===== src/rtl/core_ex_alu_if.sv =====
// Handshake bundle between the ID/EX register, the EX-stage ALU and the EX/MEM boundary.
// master = upstream/downstream environment, slave = core_ex_alu.
interface core_ex_alu_if #(
    parameter int XLEN = 32
);
    logic            in_valid;
    logic            in_ready;
    logic [3:0]      in_alu_op;
    logic [XLEN-1:0] in_op1;
    logic [XLEN-1:0] in_op2;
    logic [4:0]      in_rd_addr;
    logic            in_rd_wen;
    logic            out_valid;
    logic            out_ready;
    logic [XLEN-1:0] out_result;
    logic [4:0]      out_rd_addr;
    logic            out_rd_wen;
    logic            busy;

    modport master (
        output in_valid, in_alu_op, in_op1, in_op2, in_rd_addr, in_rd_wen, out_ready,
        input  in_ready, out_valid, out_result, out_rd_addr, out_rd_wen, busy
    );

    modport slave (
        input  in_valid, in_alu_op, in_op1, in_op2, in_rd_addr, in_rd_wen, out_ready,
        output in_ready, out_valid, out_result, out_rd_addr, out_rd_wen, busy
    );
endinterface


===== src/rtl/core_ex_alu.sv =====
// Execute-stage ALU with a registered valid/ready result slot and flush.
// Define CORE_ALU_SERIAL_SHIFT_EN to replace the barrel shifter with a 1-bit-per-cycle shifter.
`ifndef ALU_OP_ADD
`define ALU_OP_ADD     4'd0
`define ALU_OP_SUB     4'd1
`define ALU_OP_SLL     4'd2
`define ALU_OP_SLT     4'd3
`define ALU_OP_SLTU    4'd4
`define ALU_OP_XOR     4'd5
`define ALU_OP_SRL     4'd6
`define ALU_OP_SRA     4'd7
`define ALU_OP_OR      4'd8
`define ALU_OP_AND     4'd9
`define ALU_OP_NOT_AND 4'd10
`endif

module core_ex_alu #(
    parameter int XLEN = 32
) (
    input  logic          clk,
    input  logic          rst_n,
    input  logic          flush,
    core_ex_alu_if.slave  bus
);
    localparam int SW = $clog2(XLEN);

    logic            out_valid_r;
    logic [XLEN-1:0] out_result_r;
    logic [4:0]      out_rd_addr_r;
    logic            out_rd_wen_r;

    logic            busy_s;
    logic            out_free_s;
    logic            in_ready_s;
    logic            accept_s;
    logic [XLEN-1:0] result_s;

    function automatic logic [XLEN-1:0] alu_compute(
        input logic [3:0]      op,
        input logic [XLEN-1:0] a,
        input logic [XLEN-1:0] b
    );
        logic [XLEN-1:0] res;
`ifndef CORE_ALU_SERIAL_SHIFT_EN
        logic [SW-1:0]   shamt;
        shamt = b[SW-1:0];
`endif
        case (op)
            `ALU_OP_ADD:     res = a + b;
            `ALU_OP_SUB:     res = a - b;
            `ALU_OP_SLT:     res = {{(XLEN-1){1'b0}}, ($signed(a) < $signed(b))};
            `ALU_OP_SLTU:    res = {{(XLEN-1){1'b0}}, (a < b)};
            `ALU_OP_XOR:     res = a ^ b;
            `ALU_OP_OR:      res = a | b;
            `ALU_OP_AND:     res = a & b;
            `ALU_OP_NOT_AND: res = a & ~b;
`ifdef CORE_ALU_SERIAL_SHIFT_EN
            // Only a zero shift amount reaches this path; longer shifts go through the FSM
            `ALU_OP_SLL, `ALU_OP_SRL, `ALU_OP_SRA: res = a;
`else
            `ALU_OP_SLL:     res = a << shamt;
            `ALU_OP_SRL:     res = a >> shamt;
            `ALU_OP_SRA:     res = $unsigned($signed(a) >>> shamt);
`endif
            default:         res = {XLEN{1'b0}};
        endcase
        return res;
    endfunction

    assign out_free_s = !out_valid_r || bus.out_ready;
    assign in_ready_s = !flush && !busy_s && out_free_s;
    assign accept_s   = bus.in_valid && in_ready_s;
    assign result_s   = alu_compute(bus.in_alu_op, bus.in_op1, bus.in_op2);

    assign bus.in_ready    = in_ready_s;
    assign bus.out_valid   = out_valid_r;
    assign bus.out_result  = out_result_r;
    assign bus.out_rd_addr = out_rd_addr_r;
    assign bus.out_rd_wen  = out_rd_wen_r;
    assign bus.busy        = busy_s;

`ifdef CORE_ALU_SERIAL_SHIFT_EN
    typedef enum logic [0:0] {
        ST_IDLE  = 1'b0,
        ST_SHIFT = 1'b1
    } state_e;

    localparam logic [SW-1:0] CNT_ONE = SW'(1'b1);

    state_e          state_r;
    logic            busy_r;
    logic [XLEN-1:0] sh_data_r;
    logic [SW-1:0]   sh_cnt_r;
    logic [3:0]      sh_op_r;
    logic [4:0]      sh_rd_addr_r;
    logic            sh_rd_wen_r;

    logic [SW-1:0]   shamt_s;
    logic            is_shift_s;
    logic            start_shift_s;
    logic [XLEN-1:0] sh_step_s;

    assign busy_s        = busy_r;
    assign shamt_s       = bus.in_op2[SW-1:0];
    assign is_shift_s    = (bus.in_alu_op == `ALU_OP_SLL) || (bus.in_alu_op == `ALU_OP_SRL) ||
                           (bus.in_alu_op == `ALU_OP_SRA);
    assign start_shift_s = accept_s && is_shift_s && (shamt_s != {SW{1'b0}});

    // One-bit step of the captured operand in the direction of the captured op
    always_comb begin
        sh_step_s = sh_data_r;
        case (sh_op_r)
            `ALU_OP_SLL: sh_step_s = {sh_data_r[XLEN-2:0], 1'b0};
            `ALU_OP_SRL: sh_step_s = {1'b0, sh_data_r[XLEN-1:1]};
            `ALU_OP_SRA: sh_step_s = {sh_data_r[XLEN-1], sh_data_r[XLEN-1:1]};
            default:     sh_step_s = sh_data_r;
        endcase
    end

    // Shift FSM and result slot; the last shift step writes the slot directly when it is free
    always_ff @(posedge clk or negedge rst_n) begin
        if (!rst_n) begin
            state_r       <= ST_IDLE;
            busy_r        <= 1'b0;
            sh_data_r     <= {XLEN{1'b0}};
            sh_cnt_r      <= {SW{1'b0}};
            sh_op_r       <= 4'd0;
            sh_rd_addr_r  <= 5'd0;
            sh_rd_wen_r   <= 1'b0;
            out_valid_r   <= 1'b0;
            out_result_r  <= {XLEN{1'b0}};
            out_rd_addr_r <= 5'd0;
            out_rd_wen_r  <= 1'b0;
        end else if (flush) begin
            state_r     <= ST_IDLE;
            busy_r      <= 1'b0;
            out_valid_r <= 1'b0;
        end else begin
            if (out_valid_r && bus.out_ready) begin
                out_valid_r <= 1'b0;
            end
            case (state_r)
                ST_IDLE: begin
                    if (start_shift_s) begin
                        state_r      <= ST_SHIFT;
                        busy_r       <= 1'b1;
                        sh_data_r    <= bus.in_op1;
                        sh_cnt_r     <= shamt_s;
                        sh_op_r      <= bus.in_alu_op;
                        sh_rd_addr_r <= bus.in_rd_addr;
                        sh_rd_wen_r  <= bus.in_rd_wen;
                    end else if (accept_s) begin
                        out_valid_r   <= 1'b1;
                        out_result_r  <= result_s;
                        out_rd_addr_r <= bus.in_rd_addr;
                        out_rd_wen_r  <= bus.in_rd_wen;
                    end
                end
                ST_SHIFT: begin
                    if (sh_cnt_r == {SW{1'b0}}) begin
                        if (out_free_s) begin
                            state_r       <= ST_IDLE;
                            busy_r        <= 1'b0;
                            out_valid_r   <= 1'b1;
                            out_result_r  <= sh_data_r;
                            out_rd_addr_r <= sh_rd_addr_r;
                            out_rd_wen_r  <= sh_rd_wen_r;
                        end
                    end else if ((sh_cnt_r == CNT_ONE) && out_free_s) begin
                        state_r       <= ST_IDLE;
                        busy_r        <= 1'b0;
                        sh_cnt_r      <= {SW{1'b0}};
                        out_valid_r   <= 1'b1;
                        out_result_r  <= sh_step_s;
                        out_rd_addr_r <= sh_rd_addr_r;
                        out_rd_wen_r  <= sh_rd_wen_r;
                    end else begin
                        sh_data_r <= sh_step_s;
                        sh_cnt_r  <= sh_cnt_r - CNT_ONE;
                    end
                end
                default: begin
                    state_r <= ST_IDLE;
                    busy_r  <= 1'b0;
                end
            endcase
        end
    end
`else
    assign busy_s = 1'b0;

    // Result slot: flush beats accept, accept beats plain transfer
    always_ff @(posedge clk or negedge rst_n) begin
        if (!rst_n) begin
            out_valid_r   <= 1'b0;
            out_result_r  <= {XLEN{1'b0}};
            out_rd_addr_r <= 5'd0;
            out_rd_wen_r  <= 1'b0;
        end else if (flush) begin
            out_valid_r <= 1'b0;
        end else if (accept_s) begin
            out_valid_r   <= 1'b1;
            out_result_r  <= result_s;
            out_rd_addr_r <= bus.in_rd_addr;
            out_rd_wen_r  <= bus.in_rd_wen;
        end else if (out_valid_r && bus.out_ready) begin
            out_valid_r <= 1'b0;
        end
    end
`endif
endmodule

===== src/flat_wrapper.sv =====
// flat-port wrapper written by rule: the top's interface ports become plain ports
module core_ex_alu_flat 
#(
    parameter int XLEN = 32
)
  (clk, rst_n, flush, bus_in_valid, bus_in_alu_op, bus_in_op1, bus_in_op2, bus_in_rd_addr, bus_in_rd_wen, bus_out_ready, bus_in_ready, bus_out_valid, bus_out_result, bus_out_rd_addr, bus_out_rd_wen, bus_busy);
  core_ex_alu_if #(.XLEN(XLEN)) bus_i ();
  input  logic clk;
  input  logic rst_n;
  input  logic flush;
  input wire logic [$bits(bus_i.in_valid)-1:0] bus_in_valid;
  input wire logic [$bits(bus_i.in_alu_op)-1:0] bus_in_alu_op;
  input wire logic [$bits(bus_i.in_op1)-1:0] bus_in_op1;
  input wire logic [$bits(bus_i.in_op2)-1:0] bus_in_op2;
  input wire logic [$bits(bus_i.in_rd_addr)-1:0] bus_in_rd_addr;
  input wire logic [$bits(bus_i.in_rd_wen)-1:0] bus_in_rd_wen;
  input wire logic [$bits(bus_i.out_ready)-1:0] bus_out_ready;
  output wire logic [$bits(bus_i.in_ready)-1:0] bus_in_ready;
  output wire logic [$bits(bus_i.out_valid)-1:0] bus_out_valid;
  output wire logic [$bits(bus_i.out_result)-1:0] bus_out_result;
  output wire logic [$bits(bus_i.out_rd_addr)-1:0] bus_out_rd_addr;
  output wire logic [$bits(bus_i.out_rd_wen)-1:0] bus_out_rd_wen;
  output wire logic [$bits(bus_i.busy)-1:0] bus_busy;
  assign bus_i.in_valid = bus_in_valid;
  assign bus_i.in_alu_op = bus_in_alu_op;
  assign bus_i.in_op1 = bus_in_op1;
  assign bus_i.in_op2 = bus_in_op2;
  assign bus_i.in_rd_addr = bus_in_rd_addr;
  assign bus_i.in_rd_wen = bus_in_rd_wen;
  assign bus_i.out_ready = bus_out_ready;
  assign bus_in_ready = bus_i.in_ready;
  assign bus_out_valid = bus_i.out_valid;
  assign bus_out_result = bus_i.out_result;
  assign bus_out_rd_addr = bus_i.out_rd_addr;
  assign bus_out_rd_wen = bus_i.out_rd_wen;
  assign bus_busy = bus_i.busy;
  core_ex_alu #(.XLEN(XLEN)) u_core (.clk(clk), .rst_n(rst_n), .flush(flush), .bus(bus_i));
endmodule

===== config.mk =====
export PLATFORM = sky130hd
export DESIGN_NAME = core_ex_alu_flat
export DESIGN_NICKNAME = d
export VERILOG_FILES = /design/src/rtl/core_ex_alu_if.sv /design/src/rtl/core_ex_alu.sv /design/src/flat_wrapper.sv
export SDC_FILE = /design/constraint.sdc
export NUM_CORES = 1
export LEC_CHECK = 0
export ABC_AREA = 1
export ABC_CLOCK_PERIOD_IN_PS = 1700
export CAP_MARGIN = 20
export CORE_MARGIN = 2
export CORE_UTILIZATION = 50
export CTS_BUF_LIST = sky130_fd_sc_hd__clkbuf_8
export DETAILED_ROUTE_END_ITERATION = 10
export PLACE_DENSITY = 0.72
export SLEW_MARGIN = 20
export SYNTH_ARGS = -nofsm -noshare
export SYNTH_HDL_FRONTEND = slang
export SYNTH_SLANG_ARGS = --single-unit

===== constraint.sdc =====
create_clock -name clk -period 1.7 [get_ports clk]
set_input_delay 0.34 -clock clk [delete_from_list [all_inputs] [get_ports clk]]
set_output_delay 0.34 -clock clk [all_outputs]
set_load 0.01 [all_outputs]

==> impl_metrics.json, run 1 <==
{
  "cts_buffers": 5,
  "syn_inst": 2306,
  "failed_stage": "5_1_grt",
  "synth_top_cell_area_share_pct": 26.66,
  "start_util_pct": 50.68,
  "io_pins": 120,
  "synth_seq_area_share_pct": 8.253,
  "ys_top_cells_by_area": "nand2_1 27%, nand3_1 18%, ha_1 10%",
  "synth-edff-count": 0,
  "grt_pass1_wl_um": 156300,
  "routabilityCongestion": 1.160,
  "htree_levels": 2,
  "place.detailed.hpwl_um": 51690,
  "clockBufferDepth": 2,
  "synthesis.nets": 2483,
  "async_reset_ff_share_pct": 100.0,
  "ys_seq_elements": 39,
  "synth_cell_type_count": 38,
  "dieWidth_um": 157.8,
  "grt_max_degree": 41,
  "grt-ovfl-total": 290,
  "stop_error": "[ERROR GRT-0116] Global routing finished with congestion. Check the congestion regions in the DRC Viewer.",
  "status": "stopped before the end",
  "track_usage_pct": 82.20,
  "yosys.area.top_type": "nand2_1",
  "syn_area_per_cell_um2": 5.128,
  "die_h_um": 157.8,
  "placementRows": 56,
  "grt_pass1_vias": 24690,
  "ys_warn_count": 0,
  "ctsRootBufferMaster": "clkbuf_8",
  "synth_ff_type": "dfrtp_1",
  "cts.sinks": 39,
  "syn_area_mm2": 0.01183,
  "pre_cts_ws_ns": -1.405,
  "io_buffer_count": 118
}
per-stage QoR:
| stage | cells | instance area (µm²) | hold slack, ns |
|---|---|---|---|
| 4_1_cts | 3193 | 20320 | 0.09873 |
| 2_1_floorplan | 2306 | 12140 | 0.04441 |
| 3_5_place_dp | 3109 | 16780 | 0.4488 |
| 3_3_place_gp | 3109 | 16780 | 0.4401 |
repair_timing:
item,4_1_cts
pin swaps,288
gates resized for setup,1077
endpoints found under the setup margin,34
cloned,5
setup buffers,77
hold buffers,0
metal layers:
layer  global-route usage (%)  GRT overflow
met5                    43.89             1
met4                    82.03            96
met3                    69.53             4
met2                    96.69           185
met1                    81.40             4
kinds of logic after synthesis:
logic type | count (synthesis) | synth area share (%)
simple gates | 1520 | 54.52
buf+inv | 398 | 13.59
compound gates | 211 | 10.20
fa+ha+maj | 98 | 10.50
flops | 39 | 8.253
xor+xnor | 37 | 2.740
mux | 2 | 0.1693
other cells | 1 | 0.03171
cell usage after synthesis (3+ instances only):
cell type	count
clkinv_1	4
nand3b_1	7
nor3_1	22
and2_1	12
o21bai_1	12
o21ai_0	40
buf_4	11
nor4_1	3
nand2_1	840
xor2_1	37
buf_1	16
nand4_1	26
dfrtp_1	39
a21oi_1	86
buf_2	49
inv_1	290
nand3_1	423
o211ai_1	22
ha_1	96
nor2_4	4
o221ai_1	3
nand2_2	3
a31oi_1	17
clkbuf_1	24
nor2_1	174
o22ai_1	23
o21ai_1	7
==> run 2: changes to the inputs <==
CORE_UTILIZATION = 35   (was 50)
CTS_BUF_LIST = not set   (was sky130_fd_sc_hd__clkbuf_8)
PLACE_DENSITY = not set   (was 0.72)
PLACE_DENSITY_LB_ADDON = 0.15   (was not set)
==> run 2 against run 1 <==
Against the previous run:
- the flow now finishes, with violations (negative setup slack)
- synthesized cell count did not move
- area after synthesis did not move
==> impl_metrics.json, run 2 <==
{
  "tightest_slew_ns": 0.6224,
  "final_nets": 3082,
  "drc": 0,
  "grt_pass1_vias": 18080,
  "finalNonFillerCells": 3354,
  "cp-end-kind": "register",
  "dieArea_mm2": 0.03527,
  "place_inst": 3267,
  "io_buffer_count": 118,
  "fin_area_mm2": 0.02206,
  "track_usage_pct": 40.46,
  "violations": "negative setup slack",
  "hp-class": "primary input to async pin",
  "synth-edff-count": 0,
  "cts.sinks": 39,
  "final_cell_mix": "567 x nand2_1, 485 x buf_4, 261 x nand3_1",
  "wire_per_inst_um": 22.38,
  "period_share_pct": 116.1,
  "layout_setup_ws_ns": -0.2736,
  "maxSlewViolCount": 0,
  "rsz0062_at_grt": "yes",
  "grt_pass1_wl_um": 108000,
  "syn_area_per_cell_um2": 5.128,
  "start_util_pct": 35.44,
  "cts_tree": "yes",
  "mostFrequentLayoutCell": "nand2_1",
  "fmax_mhz": 506.7,
  "status": "complete, but fails checks",
  "fillerInstances": 3059,
  "vias": 18580,
  "cp_max_fo": 4,
  "path_clk_slew_ns": 0.08,
  "drt_pass1_iterations": 5,
  "placementRows": 67,
  "placed_cell_area_mm2": 0.01717,
  "final_core_util_pct": 66.13,
  "async_reset_ff_share_pct": 100.0,
  "grt-ovfl-total": 0,
  "finalPower_mw": 9.730,
  "ir_worst_vdd_mv": 0.3287,
  "netlist_top_cells_count": "840 x nand2_1, 423 x nand3_1, 290 x inv_1",
  "htree_levels": 2,
  "cts_buffers": 5,
  "setup_viol": 33,
  "syn_inst": 2306,
  "drtAntennaViolNets": 0,
  "ys_seq_elements": 39,
  "clock-skew-final_ns": 0.009979,
  "clk_latency_ns": 0.31,
  "yosysMostFrequentCell": "nand2_1",
  "dr.first_iter.drc_count": 1559,
  "hold_ws_ns": 0.1185,
  "gr-usage-met3_pct": 6.251,
  "arrival_ns": 2.17,
  "die_h_um": 187.8,
  "maxSlewHeadroom_pct": 58.50,
  "r2r-start": "u_core.bus.out_valid",
  "dieWidth_um": 187.8,
  "syn_area_mm2": 0.01183,
  "met2_usage_pct": 67.17,
  "avgViaCountPerCell": 5.540,
  "worstSetupPathType": "primary input to register",
  "layout_min_cycle_time_ns": 1.974,
  "synth_ff_type": "dfrtp_1",
  "powerDensity_mw_per_mm2": 441.0,
  "grt_util_met1_pct": 50.66,
  "cp-startpoint": "bus_in_op2[1]",
  "worstPathRequired_ns": 1.90,
  "antenna_cells": 0,
  "synthesis.nets": 2483,
  "place.detailed.hpwl_um": 57930,
  "io_pins": 120,
  "yosys.area.top_type": "nand2_1",
  "clockBufferDepth": 2,
  "routabilityCongestion": 1.016,
  "areaGrowthSynthToFinish_pct": 86.57,
  "antenna_found_initial": 0,
  "ctsRootBufferMaster": "clkbuf_16",
  "largest_reg_flops": 32,
  "grt_max_degree": 68,
  "start_kind": "primary input",
  "core-area_mm2": 0.03336,
  "ys_top_cells_by_area": "nand2_1 27%, nand3_1 18%, ha_1 10%",
  "ys_warn_count": 0,
  "synth_cell_type_count": 38,
  "drv_cap": 0,
  "synth_top_cell_area_share_pct": 26.66,
  "routed_wl_um": 75050,
  "synth_seq_area_share_pct": 8.253,
  "grt_busiest_layer": "met2",
  "hold_viol_final": 0,
  "final_layout_size_suffix_gt1_share_pct": 50.69,
  "cellLeakagePower_nw": 11.29
}
-- run 2: critical path, cell delays in order --
cell and delay, ns:
buf_12 0.11, inv_8 0.04, buf_6 0.11, fa_2 0.43, inv_4 0.10, nand3_4 0.08, nand3_4 0.11, buf_6 0.12
nand2_4 0.04, nand3_4 0.11, o21ai_1 0.11, nand2_1 0.09, nand3_2 0.08, nand3b_1 0.17, nand2_1 0.06, nand2_1 0.04
-- run 2: area by class of cell --
| cell class | count | area, µm² | share of cell area, % |
|---|---|---|---|
| clock buffer | 5 | 125.1 | 0.5671 |
| clock inverter | 3 | 43.79 | 0.1985 |
| inverter | 297 | 1246 | 5.649 |
| multi-input combinational | 1869 | 12940 | 58.66 |
| sequential | 39 | 979.7 | 4.441 |
| tap | 448 | 560.5 | 2.541 |
| timing repair buffer | 691 | 6142 | 27.84 |
| timing repair inverter | 2 | 22.52 | 0.1021 |
-- run 2: timing repair --
| item | in CTS | in global routing |
|---|---|---|
| pin swaps | 262 | 163 |
| hold buffers | 0 | 0 |
| hold endpoints to repair | 0 | 0 |
| setup endpoints to repair | 39 | 36 |
| gates cloned | 4 | 2 |
| gates resized for setup | 1155 | 300 |
| buffers inserted | 49 | 28 |
-- run 2: per-stage QoR --
step	setup TNS (ns)	worst slack [ns]
final	-5.951	-0.2736
after global routing	-8.381	-0.3657
after CTS	-4.264	-0.2219
after detailed placement	-38.50	-1.374
after global placement	-37.92	-1.366
after floorplan	-9.704	-0.3957
-- run 2: cells by family (layout without fill, tap and decap cells) --
group | Yosys count | count (layout) | share of synthesized area, %
and+or+nand+nor | 1520 | 1520 | 54.52
adders and majority gates | 98 | 98 | 10.50
buffers and inverters | 398 | 998 | 13.59
AOI/OAI and AO/OA | 211 | 211 | 10.20
DFF | 39 | 39 | 8.253
muxes | 2 | 2 | 0.1693
other | 1 | 1 | 0.03171
xor gates and xnor gates | 37 | 37 | 2.740
-- run 2: path summary, 6_finish.rpt --
| kind | to | slack (ns) | cells after the start |
|---|---|---|---|
| min reg2reg | u_core.bus.out_result[4] | 0.47 | 2 |
| min in group clk | u_core.bus.out_result[4] | 0.47 | 2 |
| max reg2reg | u_core.bus.out_result[17] | 0.33 | 8 |
| max | u_core.bus.out_result[8] | -0.27 | 16 |
| min | u_core.bus.out_result[29] | 0.12 | 2 |
| max in group asynchronous | u_core.bus.out_result[12] | 1.11 | 2 |
-- run 2: report_power, final --
| group | internal (mW) | total, mW | switching [mW] |
|---|---|---|---|
| logic | 3.14 | 7.30 | 4.16 |
| clock network | 0.696 | 1.20 | 0.500 |
| registers | 1.08 | 1.23 | 0.150 |
| total | 4.92 | 9.73 | 4.81 |
-- run 2: per-layer routing --
layer	up-vias	wire (µm)
met2	924	34260
met1	8785	29550
li1	8624	-
met3	248	5983
met5	-	0
met4	0	5257
(Power assumes the default switching activity.)
==> run 3: changes to the inputs <==
CAP_MARGIN = not set   (was 20)
==> results of run 3 <==
No change in the layout: final DEF, timing and power equal those of run 2.
==> run 4: changes to the inputs <==
CORE_MARGIN = 5   (was 2)
==> run 4 against run 3 <==
Against the previous run:
- the flow finishes with violations (negative hold slack, negative setup slack)
- worst setup slack worse by 0.017 ns
- register-to-register slack worse by 0.06 ns
- combinational power is 2% higher
- final area is 2.3% higher
- non-clock buffer count is 26 higher
- flip-flop and latch count stayed put
- final cell count is 0.81% higher
- die area is 6.5% higher
- hold slack worse by 0.13 ns
- critical endpoint is now u_core.bus.out_result[15]
- largest cell class unchanged
- highest routed layer unchanged
==> impl_metrics.json, run 4 (synthesized netlist as in run 2, its figures left out) <==
{
  "ctsRootBufferMaster": "clkbuf_16",
  "cts_tree": "yes",
  "finalNonFillerCells": 3381,
  "ir_worst_vdd_mv": 0.4100,
  "ctsHoldBuffers": 0,
  "areaGrowthSynthToFinish_pct": 90.85,
  "clockBufferDepth": 2,
  "cp-end-kind": "register",
  "worstSetupPathType": "primary input to register",
  "track_usage_pct": 37.39,
  "cellLeakagePower_nw": 11.53,
  "vias": 18850,
  "grt_pass1_wl_um": 109200,
  "arrival_ns": 2.21,
  "fmax_mhz": 502.3,
  "core-area_mm2": 0.03345,
  "period_share_pct": 117.1,
  "io_pins": 120,
  "dieWidth_um": 193.8,
  "antenna_found_initial": 1,
  "grt-ovfl-total": 0,
  "dieArea_mm2": 0.03756,
  "maxSlewViolCount": 0,
  "cts_buffers": 5,
  "powerDensity_mw_per_mm2": 438.9,
  "rsz0062_at_grt": "yes",
  "place.detailed.hpwl_um": 57970,
  "drt_pass1_iterations": 6,
  "drv_cap": 0,
  "final_core_util_pct": 67.47,
  "final_cell_mix": "563 x nand2_1, 476 x buf_4, 276 x nand3_1",
  "routed_wl_um": 75950,
  "avgViaCountPerCell": 5.575,
  "cp_max_fo": 10,
  "dr.first_iter.drc_count": 1810,
  "pre_cts_ws_ns": -1.341,
  "r2r_slack_ns": 0.27,
  "clk_latency_ns": 0.32,
  "final_layout_size_suffix_gt1_share_pct": 51.36,
  "r2r-start": "u_core.bus.out_valid",
  "grt_pass1_vias": 18350,
  "max_stage_delay_ns": 0.41,
  "worstPathRequired_ns": 1.92,
  "place_inst": 3274,
  "hp-class": "primary input to async pin",
  "grt_max_degree": 46,
  "largest_reg_flops": 32,
  "slowest_stage": "o211ai_1",
  "mostFrequentLayoutCell": "nand2_1",
  "rr_worst_depth": 9,
  "drc": 0,
  "r2r-end": "u_core.bus.out_result[6]",
  "htree_levels": 2,
  "hold_ws_ns": -0.01580,
  "clock-skew-final_ns": 0.01493,
  "final_nets": 3108,
  "cp_cell_sequence": "buf_12 -> inv_8 -> buf_8 -> buf_4 -> buf_12 -> nand3_2 -> nand3_2 -> nand2_2 -> buf_4 -> o211ai_1 -> nand4_1 -> nand2_1 -> nand2_1",
  "wire_per_inst_um": 22.46,
  "start_kind": "primary input",
  "hold_viol_final": 3,
  "io_buffer_count": 118,
  "cp_top_family": "buffers and inverters",
  "routabilityCongestion": 1.031,
  "violations": "negative hold slack, negative setup slack",
  "setup_viol": 32,
  "start_util_pct": 35.35,
  "fin_setup_tns_ns": -5.729,
  "critPathBufInv": 6,
  "layout_min_cycle_time_ns": 1.991,
  "placementRows": 67,
  "cts.sinks": 39,
  "layout_setup_ws_ns": -0.2907,
  "die_h_um": 193.8,
  "path_clk_slew_ns": 0.09,
  "drtAntennaViolNets": 0,
  "status": "complete, but fails checks"
}
## run 4: changes by cell type in the layout (fill, tap and decap cells not counted), moves of 10 or more
cell     change
nor2_2      -11
o21ai_1     -12
inv_2       +18
buf_6       +12
inv_1       -13
ha_2        -10
nand3_1     +15
nand3_2     -16
## run 4: per-stage QoR
stage	hold slack, ns	power (mW)	area (µm²)
floorplan	0.04441	3.716	12140
global placement	0.3393	6.537	17200
detailed placement	0.3399	6.558	17200
CTS	0.001102	9.097	20900
global route	0.006820	10.35	22570
finish	-0.01580	9.905	22570
## run 4: how the worst max path moves through the flow
| stage | startpoint | to | cells past startpoint |
|---|---|---|---|
| floorplan | bus_in_op2[3] | u_core.bus.out_result[0] | 19 |
| global placement | bus_in_op1[8] | u_core.bus.out_result[9] | 13 |
| detailed placement | bus_in_op1[8] | u_core.bus.out_result[9] | 13 |
| CTS | bus_in_op1[0] | u_core.bus.out_result[18] | 16 |
| global route | bus_in_op2[8] | u_core.bus.out_result[20] | 17 |
| finish | bus_in_op2[1] | u_core.bus.out_result[15] | 13 |
## run 4: area by class of cell
type,instances,area (µm²)
clock buffers,5,125.1
multi-input cells,1869,13060
repair buffers,717,6513
clock inverters,3,43.79
flip-flops and latches,39,982.2
inverters,297,1239
fillers,2957,10880
diodes,1,2.502
well taps,448,560.5
repair inverters,2,46.29
## run 4: timing repair
item | 4_1_cts | 5_1_grt
pin swaps | 261 | 223
endpoints found under the setup margin | 38 | 33
gates resized for setup | 1141 | 366
buffers inserted | 62 | 32
gates cloned | 7 | 3
## run 4: power by group
part | leakage, nW | total (mW) | internal, mW | switching (mW)
clock | 0.0838 | 1.21 | 0.697 | 0.515
combinational | 10.9 | 7.47 | 3.26 | 4.20
sequential | 0.500 | 1.23 | 1.08 | 0.147
total | 11.5 | 9.91 | 5.04 | 4.87
## run 4: layer usage
metal,vias up,global-route usage (%),routed length (µm)
li1,8698,-,-
met1,8933,47.80,30270
met2,942,62.65,34680
met3,275,4.396,5738
met4,0,18.15,5267
met5,-,0,0
